## src/rtl/debounce_pkg.sv

```systemverilog
// Shared types and limits for the pin debouncer and its synchroniser.
package debounce_pkg;

    typedef enum logic {
        STABLE = 1'b0,
        CHECK  = 1'b1
    } db_state_e;

    // Smallest legal value for both the synchroniser depth and the qualification length.
    localparam int DB_MIN_STABLE = 2;

endpackage

```

## src/rtl/sync_chain.sv

```systemverilog
// N-stage single-bit synchroniser with synchronous reset to RESET_LEVEL.
// Shared by the pin inputs of the codebase; no logic sits between stages.
module sync_chain
    import debounce_pkg::*;
#(
    parameter int   N           = 2,
    parameter logic RESET_LEVEL = 1'b0
) (
    input  logic clk,
    input  logic rst,
    input  logic d,
    output logic q
);

    logic [N-1:0] s;

    if (N < DB_MIN_STABLE) begin : g_bad_n
        $error("sync_chain: N must be >= %0d", DB_MIN_STABLE);
    end

    // Shift the raw pin through the flop chain; reset loads every stage.
    always_ff @(posedge clk) begin
        if (rst) begin
            s <= {N{RESET_LEVEL}};
        end else begin
            s <= {s[N-2:0], d};
        end
    end

    assign q = s[N-1];

endmodule

```

## src/rtl/input_debounce.sv

```systemverilog
// Synchronise and debounce an asynchronous pin; emit a clean level plus
// registered one-cycle rise/fall pulses coincident with the first cycle of new q.
// Build option: INPUT_DEBOUNCE_FALL_EDGE_EN enables the fall pulse flop;
// without it fall is tied low and everything else is identical.
module input_debounce
    import debounce_pkg::*;
#(
    parameter int   SYNC_STAGES   = 2,
    parameter int   STABLE_CYCLES = 4,
    parameter logic RESET_LEVEL   = 1'b0
) (
    input  logic clk,
    input  logic rst,
    input  logic d_async,
    output logic q,
    output logic rise,
    output logic fall,
    output logic busy
);

    localparam int CW = $clog2(STABLE_CYCLES + 1);
    localparam logic [CW-1:0] CNT_LAST = CW'(STABLE_CYCLES - 1);

    if (STABLE_CYCLES < DB_MIN_STABLE) begin : g_bad_stable
        $error("input_debounce: STABLE_CYCLES must be >= %0d", DB_MIN_STABLE);
    end

    db_state_e     state, state_n;
    logic [CW-1:0] cnt, cnt_n;
    logic          d_sync;
    logic          mismatch;
    logic          accept;

    sync_chain #(
        .N           (SYNC_STAGES),
        .RESET_LEVEL (RESET_LEVEL)
    ) u_sync (
        .clk (clk),
        .rst (rst),
        .d   (d_async),
        .q   (d_sync)
    );

    assign mismatch = (d_sync != q);

    // State and qualification counter register.
    always_ff @(posedge clk) begin
        if (rst) begin
            state <= STABLE;
            cnt   <= '0;
        end else begin
            state <= state_n;
            cnt   <= cnt_n;
        end
    end

    // Next state: count consecutive mismatches, accept on the last one, drop on any match.
    always_comb begin
        state_n = state;
        cnt_n   = cnt;
        accept  = 1'b0;
        case (state)
            STABLE: begin
                if (mismatch) begin
                    state_n = CHECK;
                    cnt_n   = CW'(1);
                end
            end
            CHECK: begin
                if (!mismatch) begin
                    state_n = STABLE;
                    cnt_n   = '0;
                end else if (cnt == CNT_LAST) begin
                    accept  = 1'b1;
                    state_n = STABLE;
                    cnt_n   = '0;
                end else begin
                    cnt_n = cnt + CW'(1);
                end
            end
            default: begin
                state_n = STABLE;
                cnt_n   = '0;
            end
        endcase
    end

    // Debounced level and rise pulse, updated on acceptance.
    always_ff @(posedge clk) begin
        if (rst) begin
            q    <= RESET_LEVEL;
            rise <= 1'b0;
        end else begin
            if (accept) begin
                q <= d_sync;
            end
            rise <= accept & d_sync;
        end
    end

`ifdef INPUT_DEBOUNCE_FALL_EDGE_EN
    // Fall pulse, mirror of rise for a 1->0 acceptance.
    always_ff @(posedge clk) begin
        if (rst) begin
            fall <= 1'b0;
        end else begin
            fall <= accept & ~d_sync;
        end
    end
`else
    assign fall = 1'b0;
`endif

    assign busy = (state == CHECK);

endmodule

```

## config.mk

```make
export PLATFORM = sky130hd
export DESIGN_NAME = input_debounce
export DESIGN_NICKNAME = d
export VERILOG_FILES = /design/src/rtl/debounce_pkg.sv /design/src/rtl/sync_chain.sv /design/src/rtl/input_debounce.sv
export SDC_FILE = /design/constraint.sdc
export NUM_CORES = 1
export LEC_CHECK = 0
export BUFFER_PORTS_ARGS = -buffer_cell sky130_fd_sc_hd__buf_2
export CORE_AREA = 2 2 39 41
export CTS_CLUSTER_DIAMETER = 120
export DETAILED_ROUTE_END_ITERATION = 6
export DIE_AREA = 0 0 41 43
export SYNTH_ARGS = -nofsm -noshare
export SYNTH_HDL_FRONTEND = slang
export SYNTH_HIERARCHICAL = 1
export SYNTH_SLANG_ARGS = --single-unit
```

## constraint.sdc

```tcl
create_clock -name clk -period 2.1 [get_ports clk]
set_clock_uncertainty 0.15 [all_clocks]
set_input_delay 0.525 -clock clk [delete_from_list [all_inputs] [get_ports clk]]
set_output_delay 0.525 -clock clk [all_outputs]
set_load 0.03 [all_outputs]
```

# ---- After elaboration in Yosys (flattened, before gate mapping)
# Index checks and enable logic that the tools add are counted.
dict set report word_totals {
  ff_bits 8
  inputBits 3
  out_inout_bits 4
  word_cells 22
}
dict set report op_classes {
  n_addsub 1
  eq_ne 3
  muxes 11
  n_bitwise 2
}
# cell n
set op_table {}
lappend op_table {{two-way mux 3 bit} 3}
lappend op_table {{two-way mux 1 bit} 6}
lappend op_table {{case mux 3 bit (2 select lines)} 1}
lappend op_table {{adder 3 x 1 -> 3 bit (second input constant)} 1}
lappend op_table {{== test 3 x 2 -> 1 bit (second input constant)} 1}
lappend op_table {{inequality test 2 bit (second input constant)} 1}
lappend op_table {{case mux 1 bit (2 select lines)} 1}
lappend op_table {{AND 1 bit} 1}
lappend op_table {{inequality test 1 bit} 1}
lappend op_table {{inverter 1 bit} 1}

# ---- Longest topological paths before layout
dict set report depth {
  ltp_word 5
  depth_mapped 3
  mapped_depth_nobuf 3
}

# ---- Hierarchy
# Netlist, hierarchy kept.
# mod instances cells_each area_each_um2 seq_area_each_um2
set modules_own_cells {}
lappend modules_own_cells {input_debounce 1 25 285.3 120.1}
lappend modules_own_cells {sync_chain 1 4 52.6 40.0}

# ---- Worst setup path before layout
# OpenSTA, ideal clock, no wires.
dict set report synth_timing {
  path_type {flip-flop to flip-flop}
  start {register q}
  end {register cnt[2]}
  setup_ps 121
  arrival_time_ps 1065
  required_time_ps 1829
  setup_slack_ps 764
  stages_incl_launch_ff 3
  cell_sequence {dfxtp_1 xnor2_2 mux2_4}
}
dict set report synth_between {
  elab_chain_cells 3
  word_cells_on_any_way 4
  cone_classes {eq/ne: 2; mux: 2}
}
# item line_no
set synth_lines {}
lappend synth_lines {{start: declaration} input_debounce.sv:15} ;# output logic q,
lappend synth_lines {{start signal: assignment} input_debounce.sv:95} ;# q <= d_sync;
lappend synth_lines {{inequality test 1 bit *} input_debounce.sv:44} ;# assign mismatch = (d_sync != q);
lappend synth_lines {{two-way mux 3 bit} input_debounce.sv:70} ;# if (!mismatch) begin
lappend synth_lines {{case mux 3 bit (2 select lines)} input_debounce.sv:62} ;# case (state)
lappend synth_lines {{end signal: assignment} input_debounce.sv:53} ;# cnt <= cnt_n;
lappend synth_lines {{end: declaration} input_debounce.sv:29} ;# logic [CW-1:0] cnt, cnt_n;
# Mark *: on every way between the ends. The rest lies on a longest branch, timed or not.
# A chain may end at the register's enable or synchronous reset.

# ---- Worst setup path after layout
dict set report layout_timing {
  start {register state (netlist: busy)}
  end {output port busy}
}
# item line_no
set layout_lines {}
lappend layout_lines {{start: declaration} input_debounce.sv:28} ;# db_state_e state, state_n;
lappend layout_lines {{start signal: assignment} input_debounce.sv:52} ;# state <= state_n;
lappend layout_lines {{end: declaration} input_debounce.sv:18} ;# output logic busy
# No word-level cell between the ends.

==> impl_results.md <==
- Synth area leaders: dfxtp_1 (47%), mux2i_1 (5.9%), xnor2_2 (4.8%)
- Cells after synthesis: 29
- RSZ-0062 raised after global routing: no
- Critical Path Sink Type: primary output
- Distinct cells, synth: 19
- Hold buffer count at CTS: 0
- Initial DRC count: 4
- Final Setup Violations: 0
- Slowest CP cell: dfxtp_1
- GPL Wtd Cong: between 0.5 and 0.6
- Commonest non-fill, non-tap cell in the layout: dfxtp_1
- YS warnings: 6
- Postcts setup bufs: 0
- Sum of negative setup slack: 0 ps
- Most frequent cells in the layout: dfxtp_1 (8), buf_2 (5), clkbuf_4 (3)
- Max Clk Rate: 633 MHz
- Slowest Stage Delay on Critical Path: 420 ps
- Sequential-to-total area share from yosys stat: 47.4%
- Fin crit share: 75.2%
- Status: finished, final reports clean
- Num CTS Buffers: 3
- # clock sinks: 8
- Initial DRT Pass Iterations: 2
- CP arrival: 900 ps
- First-pass GRT wire length: 731 um
- Clock slew seen by the registers of the worst setup and hold paths: 50 ps
- Vias per cell: around 4.3
- Post-CTS sizing: 0
- Core area: 1380 um2
- Die height: ~43 um
- CTS Root Cell: clkbuf_4
- Placed insts: between 40 and 50
- CP bufs+invs: 1
- Total number of vias: between 200 and 250
- Yosys top cell by area: dfxtp_1
- Total track usage: 6.53%
- Final Max Slew Viols: 0
- Netlist Area Pre-Place: 338 um2
- DP HPWL: 339 um
- TritonCTS clock tree: built
- I/O pins: 7
- Vias in the first global route: 192
- DR WL/cell: roughly 9.4 um
- VDD IR max: 0.261 mV
- Max-cap violations: 0
- Initial antenna violation count: 0
- Leak: 0.175 nW
- Fin crit period: ~1600 ps
- Port Buf Inserts: 5
- CP top delay family: flip-flops
- DIE WIDTH: 41 um
- GRT overflow: 0
- Cell row count: 14
- FF+latch count, synth: 8
- Final hold violations: 0
- Synth top area share: a little under half
- Layout cell share with drive strength beyond 1: 27.8%
- Initial core utilization: around 24%
- Critical Path Source Type: flop
- Antenna cells: 0
- Area Overhead vs Synth: 17.8%
- Max H-tree Level: 1
- Pwr/cell area: a little over 700 nW/um2
- Fin util: 28.8%
- Critical path data required time: between 1000 and 1500 ps
- Full die area: 1760 um2
- Total Wirelength: 488 um
- Tightest Hold Check Type: flop to flop
- Residual DRC count: 0
- Crit-path cells: buf_2
- Max FO, Critical Path: 7
- Worst-skew pair later-pin latency: 250 ps
- Kind of critical path: flop to primary output
- Syn Area/Cell: 11.6 um2
- Post-route insts no fill: 52
- Nets: 42
- Post-synth net total: 33
- Largest net degree at the start of global routing: 11
- ANT nets after route: 0
- Clk buf depth: 2
report_power, final:
group / leakage [nW] / total (W) / internal [W] / switching [W]
Clock: 0.0138 / 0.000114 / 0.0000652 / 0.0000488
Sequential: 0.0651 / 0.000158 / 0.000155 / 0.00000244
Combinational: 0.0958 / 0.0000154 / 0.00000644 / 0.00000900
Total: 0.175 / 0.000287 / 0.000227 / 0.0000602
flip-flops by register name (all words and copies together), names as in the netlist:
signal and flops:
u_sync/s 2, busy 1, q 1, cnt 3, rise 1
through the flow:
| step | power, W | cell area, um2 | hold slack, ps | setup slack (ps) |
|---|---|---|---|---|
| detailed placement | 0.000177 | 375 | 287 | 645 |
| floorplan | 0.000172 | 338 | 264 | 764 |
| CTS | 0.000294 | 398 | 299 | 505 |
| global route | 0.000304 | 398 | 316 | 445 |
| global placement | 0.000176 | 375 | 266 | 652 |
| finish | 0.000287 | 398 | 291 | 521 |
cell usage after synthesis (all sizes together):
library cell	n
xnor2	1
and3b	1
nor2b	2
nand3b	1
dfxtp	8
mux2i	2
buf	1
nand2b	1
nor3b	2
or2b	1
and4bb	1
or3b	1
nor3	1
inv	1
mux2	1
conb	1
a211oi	1
ha	1
a21o	1
final cells by class:
cell class | instances | area, um2
Timing Repair Buffer | 5 | 25.0
Fill cell | 137 | 986
Multi-Input combinational cell | 19 | 166
Clock buffer | 3 | 22.5
Sequential cell | 8 | 160
Tap cell | 16 | 20.0
Inverter | 1 | 3.75
layer usage:
layer / track usage (%) / wire (um) / share of wire [%] / up-vias
met5: 0 / 0 / 0 / -
met3: 4.71 / 22 / 4.5 / 2
li1: - / - / - / 115
met2: 8.75 / 202 / 41 / 5
met4: 4.00 / 12 / 2.5 / 0
met1: 7.07 / 251 / 51 / 100
path summary, 6_finish.rpt:
kind / from / end / slack, ps / depth (start not counted)
worst max-delay path: busy / busy / 520 / 1
worst min-delay path: u_sync/s[0] / u_sync/s[1] / 290 / 1
worst max register to register: q / cnt[2] / 860 / 2
worst min register to register: u_sync/s[0] / u_sync/s[1] / 290 / 1
logic make-up after synthesis:
logic type | count (synthesis) | share of synthesized area (%)
xor+xnor | 1 | 4.82
simple gates | 11 | 24.8
buf+inv | 2 | 3.33
flops | 8 | 47.4
other cells | 1 | 1.11
fa+ha+maj | 1 | 3.70
compound gates | 2 | 4.45
mux | 3 | 10.4
Note: power is estimated with default switching activity, not from simulation.
